**src/rtl/booth_mul_seq.sv**
```systemverilog
// ---------------------------------------------------------------------------
// booth_mul_seq
//
// Iterative Booth multiplier. A single add/sub datapath is reused once per
// RUN cycle to build a 2*WIDTH-bit product. Both operands are extended by at
// least one bit before the iterations start. The extension is sign or zero,
// chosen per transaction. One Booth recoding therefore gives exact products
// for signed and unsigned operands, including most-negative * most-negative.
//
// Compile option:
//   BOOTH_RADIX4_EN  - when defined, each RUN cycle retires two multiplier bits
//                      (radix-4 recoding, digits 0/+-M/+-2M). Accept-to-valid
//                      latency is EW/2+2 cycles instead of EW+1. Products are
//                      bit-identical in both builds.
//
// Parameters:
//   WIDTH      operand width, 2..32
//
// Ports:
//   clk        rising-edge clock
//   rst_n      asynchronous active-low reset
//   in_valid   operands valid
//   in_ready   block can accept operands (high only in IDLE)
//   in_a       multiplier (Q operand)
//   in_b       multiplicand (M operand)
//   in_signed  1 = two's-complement operands, 0 = unsigned (sampled at accept)
//   out_valid  product valid (DONE)
//   out_ready  consumer accepts product
//   out_p      2*WIDTH-bit product, held stable until accepted
//   busy       high while iterating (RUN)
// ---------------------------------------------------------------------------
module booth_mul_seq #(
  parameter int WIDTH = 8
) (
  input  logic                 clk,
  input  logic                 rst_n,
  input  logic                 in_valid,
  output logic                 in_ready,
  input  logic [WIDTH-1:0]     in_a,
  input  logic [WIDTH-1:0]     in_b,
  input  logic                 in_signed,
  output logic                 out_valid,
  input  logic                 out_ready,
  output logic [2*WIDTH-1:0]   out_p,
  output logic                 busy
);

`ifdef BOOTH_RADIX4_EN
  // Even extension width so the radix-4 digits tile the multiplier exactly.
  localparam int EW    = ((WIDTH + 1) % 2 == 0) ? (WIDTH + 1) : (WIDTH + 2);
  localparam int ITERS = EW / 2;
  // Two non-iterating RUN cycles follow the last digit, giving EW/2+2 cycles
  // from accept to out_valid.
  localparam int LAST  = ITERS + 1;
`else
  localparam int EW    = WIDTH + 1;
  localparam int ITERS = EW;
  // One non-iterating RUN cycle moves {A,Q} into the output register.
  localparam int LAST  = EW;
`endif

  localparam int CW = $clog2(EW + 1);
  localparam int PW = 2 * WIDTH;
  localparam int SW = 2 * EW + 1;

  localparam logic [1:0] ST_IDLE = 2'd0;
  localparam logic [1:0] ST_RUN  = 2'd1;
  localparam logic [1:0] ST_DONE = 2'd2;

  logic [1:0]           state;
  logic signed [EW-1:0] a_reg;
  logic [EW-1:0]        q_reg;
  logic                 q_1;
  logic signed [EW-1:0] m_reg;
  logic [CW-1:0]        count;

  logic [SW-1:0]        step_nx;
  logic                 iterate;

  // Sign- or zero-extend an operand to EW bits.
  function automatic logic signed [EW-1:0] ext_op(
    input logic [WIDTH-1:0] v,
    input logic             sgn
  );
    return {{(EW - WIDTH){sgn & v[WIDTH-1]}}, v};
  endfunction

`ifdef BOOTH_RADIX4_EN
  // One radix-4 iteration. The add is done in EW+1 bits so +-2M never loses
  // the sign. The {A,Q,q_1} triple is then shifted arithmetically right by
  // two. Returned packed as {A_next, Q_next, q_1_next}.
  function automatic logic [SW-1:0] booth_step(
    input logic signed [EW-1:0] a,
    input logic [EW-1:0]        q,
    input logic                 q1,
    input logic signed [EW-1:0] m
  );
    logic signed [EW:0] aw;
    logic signed [EW:0] mw;
    logic signed [EW:0] s;
    aw = {a[EW-1], a};
    mw = {m[EW-1], m};
    case ({q[1], q[0], q1})
      3'b001, 3'b010: s = aw + mw;
      3'b011:         s = aw + (mw <<< 1);
      3'b100:         s = aw - (mw <<< 1);
      3'b101, 3'b110: s = aw - mw;
      default:        s = aw;
    endcase
    return {s[EW], s, q[EW-1:1]};
  endfunction
`else
  // One radix-2 iteration. The add/sub is EW bits with wraparound, followed by
  // an arithmetic right shift of {A,Q,q_1} by one. Returned packed as
  // {A_next, Q_next, q_1_next}.
  function automatic logic [SW-1:0] booth_step(
    input logic signed [EW-1:0] a,
    input logic [EW-1:0]        q,
    input logic                 q1,
    input logic signed [EW-1:0] m
  );
    logic signed [EW-1:0] s;
    case ({q[0], q1})
      2'b10:   s = a - m;
      2'b01:   s = a + m;
      default: s = a;
    endcase
    return {s[EW-1], s, q};
  endfunction
`endif

  assign step_nx = booth_step(a_reg, q_reg, q_1, m_reg);
  assign iterate = (count < CW'(ITERS));

  // Handshake flags decode straight from the state register. An asynchronous
  // reset therefore drops out_valid/busy and raises in_ready with no clock edge.
  assign in_ready  = (state == ST_IDLE);
  assign busy      = (state == ST_RUN);
  assign out_valid = (state == ST_DONE);

  always_ff @(posedge clk or negedge rst_n) begin
    if (!rst_n) begin
      state <= ST_IDLE;
      a_reg <= '0;
      q_reg <= '0;
      q_1   <= 1'b0;
      m_reg <= '0;
      count <= '0;
      out_p <= '0;
    end else begin
      case (state)
        // Accept: load operands, clear accumulator and counter.
        ST_IDLE: begin
          if (in_valid) begin
            a_reg <= '0;
            q_reg <= ext_op(in_a, in_signed);
            q_1   <= 1'b0;
            m_reg <= ext_op(in_b, in_signed);
            count <= '0;
            state <= ST_RUN;
          end
        end

        // Iterate: one Booth step per cycle, then publish the product.
        ST_RUN: begin
          if (count == CW'(LAST)) begin
            // The cast keeps the low 2*WIDTH bits of {A,Q}. The true product
            // always fits there, so the extension bits above are redundant.
            out_p <= PW'({a_reg, q_reg});
            state <= ST_DONE;
          end else begin
            count <= count + CW'(1);
            if (iterate) begin
              a_reg <= step_nx[SW-1:EW+1];
              q_reg <= step_nx[EW:1];
              q_1   <= step_nx[0];
            end
          end
        end

        // Hold the product until the consumer takes it.
        ST_DONE: begin
          if (out_ready) begin
            state <= ST_IDLE;
          end
        end

        default: state <= ST_IDLE;
      endcase
    end
  end

endmodule

```
**config.mk**
```make
export PLATFORM = sky130hd
export DESIGN_NAME = booth_mul_seq
export DESIGN_NICKNAME = d
export VERILOG_FILES = /design/src/rtl/booth_mul_seq.sv
export SDC_FILE = /design/constraint.sdc
export NUM_CORES = 1
export LEC_CHECK = 0
export CAP_MARGIN = 10
export CELL_PAD_IN_SITES_DETAIL_PLACEMENT = 1
export CELL_PAD_IN_SITES_GLOBAL_PLACEMENT = 1
export CORE_MARGIN = 3
export CORE_UTILIZATION = 40
export CTS_CLUSTER_SIZE = 20
export DETAILED_ROUTE_END_ITERATION = 8
export GPL_TIMING_DRIVEN = 0
export PLACE_DENSITY_LB_ADDON = 0.15
export SYNTH_ARGS = -nofsm -noshare
export SYNTH_HDL_FRONTEND = slang
export SYNTH_SLANG_ARGS = --single-unit
```
**constraint.sdc**
```tcl
create_clock -name clk -period 2.75 [get_ports clk]
set_input_delay 0.825 -clock clk [delete_from_list [all_inputs] [get_ports clk]]
set_output_delay 0.825 -clock clk [all_outputs]
set_load 0.02 [all_outputs]
```
==> summary.md <==
| Metric | Value |
|---|---|
| Buffers & Inverters on Critical Path | `1` |
| Die footprint | `7610 um2` |
| Worst VDD drop | `between 0.5 and 0.6 mV` |
| Slew @ Worst Pin | `514 ps` |
| Syn-to-layout area delta | `24.6%` |
| Clock Skews | `10.7 ps` |
| RSZ-0062 raised after global routing | `no` |
| R2r setup slk | `around 140 ps` |
| CTS Buf Count | `5` |
| Syn_nets | `276` |
| Worst EP required | `3010 ps` |
| First-pass GRT wire length | `9920 um` |
| Clock root buffer | `clkbuf_8` |
| Synth Instances | `between 200 and 250` |
| Commonest non-fill, non-tap cell in the layout | `dfrtp_1` |
| Vias/cell | `around 5.2` |
| Worst R2R End | `a_reg[7]` |
| Clock sink total | `between 40 and 50` |
| Worst-path cell chain | `inv_1 -> ha_4 -> mux2_2 -> fa_1 -> a21oi_1 -> o21ai_1 -> o22ai_2 -> xnor2_1 -> a21oi_1 -> o21ba_2` |
| Via count | `1,878` |
| Fin. Hold Viols | `0` |
| Seq/Total Area, Yosys | `0.464` |
| Inst Count DP | `356` |
| Die W | `87.2 um` |
| TNS Setup | `0 ps` |
| Min-delay worst type | `input pin to asynchronous set/reset pin` |
| Clock slew at reported path FFs | `100 ps` |
| Routed wire per std cell | `around 16 um` |
| DRC viols | `0` |
| Commonest non-fill, non-tap cells in the layout | `dfrtp_1, clkdlybuf4s50_1, nand2_1, nor2_1, o21ai_0` |
| Yosys warnings | `0` |
| Starting density of the core | `0.428` |
| Endpoints failing setup | `0` |
| Starting DRT DRC Count | `46` |
| Max Fanout on Critical Path | `8` |
| All-Layer GR Usage | `0.169` |
| CP endpoint kind | `flip-flop` |
| Max-slew headroom | `0.658` |
| Top cell by count, worst path | `a21oi_1` |
| Largest register FFs | `16` |
| Async S/R FF share, synth | `1.00` |
| Final Max Tran Viols | `0` |
| Mapped Area | `roughly 2600 um2` |
| Final min period | `2610 ps` |
| Share of cells above drive strength 1 | `0.163` |
| Number of global-route vias before repair | `1,985` |
| Top FF cell, synth | `dfrtp_1` |
| CTS tree | `built` |
| Max Freq | `about 0.38 GHz` |
| Number of top-level pins | `40` |
| Routed Antenna Nets | `0` |
| Synth Register Bits | `between 40 and 50` |
| Initial antenna violation count | `0` |
| Final worst path period share | `0.950` |
| Worst path top cell family by delay | `compound AO/OA/AOI/OAI gates` |
| Worst Path Arrival | `2870 ps` |
| R2r startpoint | `q_reg[0]` |
| H-Tree Depth | `2` |
| Core Area | `6170 um2` |
| CP max stage cell | `fa_1` |
| Final Util | `0.533` |
| Crit-path max cell delay | `440 ps` |
| Leak pwr | `0.00150 uW` |
| Status | `complete, no violations` |
| Row count | `28` |
| Setup Crit Path Kind | `flip-flop to flip-flop` |
| Count of cell types in the netlist | `43` |
| ANT cells | `0` |
| Mapped Avg Cell Area | `11.0 um2` |
| Crit start category | `flip-flop` |
| MaxCap Viol Count | `0` |
| NumNets Final | `322` |
| Largest net degree at the start of global routing | `29` |
| Clock latency on the worst-skew pair | `310 ps` |
| Non-Filler Instances | `363` |
| Die Y | `87.2 um` |
| Clock Tree Buf Depth | `2` |
| Power Dens Cells | `1430 nW/um2` |
| Hold Slack | `470 ps` |
| Routability cong. | `0.751` |
| Gr ovfl total | `0` |
| Number of synthesized flops with an enable pin | `0` |
| Drt pass-1 iters | `4` |
| Detailed Route WL | `5720 um` |
| DP HPWL | `roughly 4300 um` |
| PortBufs | `39` |
| Worst R2R Path Depth | `10` |
[worst max-delay path by stage]
stage                   from  endpoint  slack [ps]  cells past startpoint
global placement       rst_n  m_reg[5]        -610                      1
global route        q_reg[0]  a_reg[7]           1                     10
detailed placement  q_reg[0]  a_reg[7]        -110                     11
CTS                 q_reg[0]  a_reg[7]          30                     10
floorplan           q_reg[0]  a_reg[7]         220                     11
finish              q_reg[0]  a_reg[7]         140                     10
[cell families (layout without fill, tap and decap cells)]
family                     count (synthesis)  count (layout)  share of synthesized area
DFF                                       49              49                      0.464
adders and majority gates                 14              14                     0.0692
xor gates and xnor gates                  16              16                     0.0531
and+or+nand+nor                           52              52                     0.0896
AOI/OAI and AO/OA                         56              56                      0.136
muxes                                     31              31                      0.140
buffers and inverters                     23              70                     0.0469
[cell type report]
type	count	area, um2
Fill cell	674	2880
Clock buffer	5	68.8
Sequential cell	49	1230
Buffer	10	77.6
Clock inverter	3	65.1
Inverter	12	45.0
Timing Repair Buffer	40	404
Multi-Input combinational cell	169	1310
Tap cell	75	93.8
[through the flow]
stage / power (uW) / setup slack [ps] / instance area [um2]
5_1_grt: 5140 / 1.43 / 3290
3_5_place_dp: 4070 / -107 / 3140
2_1_floorplan: 3330 / 221 / 2640
4_1_cts: 4710 / 26.2 / 3270
6_report: 4710 / 138 / 3290
3_3_place_gp: 3990 / -613 / 3120
[where the power goes]
part / internal [uW] / switching (uW)
Sequential: 1050 / 282
Clock: 362 / 259
Combinational: 1350 / 1400
[cell usage after synthesis (all sizes together) (3+ instances only)]
cell / count / area (um2)
a21o: 3 / 22.5
a21oi: 9 / 45.0
a31oi: 4 / 25.0
a32oi: 3 / 26.3
buf: 8 / 67.6
clkbuf: 3 / 11.3
dfrtp: 49 / 1230
ha: 13 / 163
inv: 12 / 45.0
mux2: 21 / 270
mux2i: 10 / 100
nand2: 24 / 90.1
nor2: 15 / 58.8
o21ai: 23 / 119
o31ai: 4 / 30.0
xnor2: 9 / 78.8
xor2: 7 / 61.3
[timing repair]
item / 4_1_cts / 5_1_grt
setup endpoints to repair: 3 / 2
hold buffers: 0 / 0
gates resized for setup: 2 / 4
pin swaps: 0 / 1
setup buffers: 0 / 0
[layer usage]
| layer | GRT usage | share of wire |
|---|---|---|
| met4 | 0.0628 | 0.014 |
| met1 | 0.238 | 0.50 |
| met2 | 0.262 | 0.46 |
| met3 | 0.0284 | 0.031 |
| met5 | 0 | 0 |
Note: power is estimated with default switching activity, not from simulation.
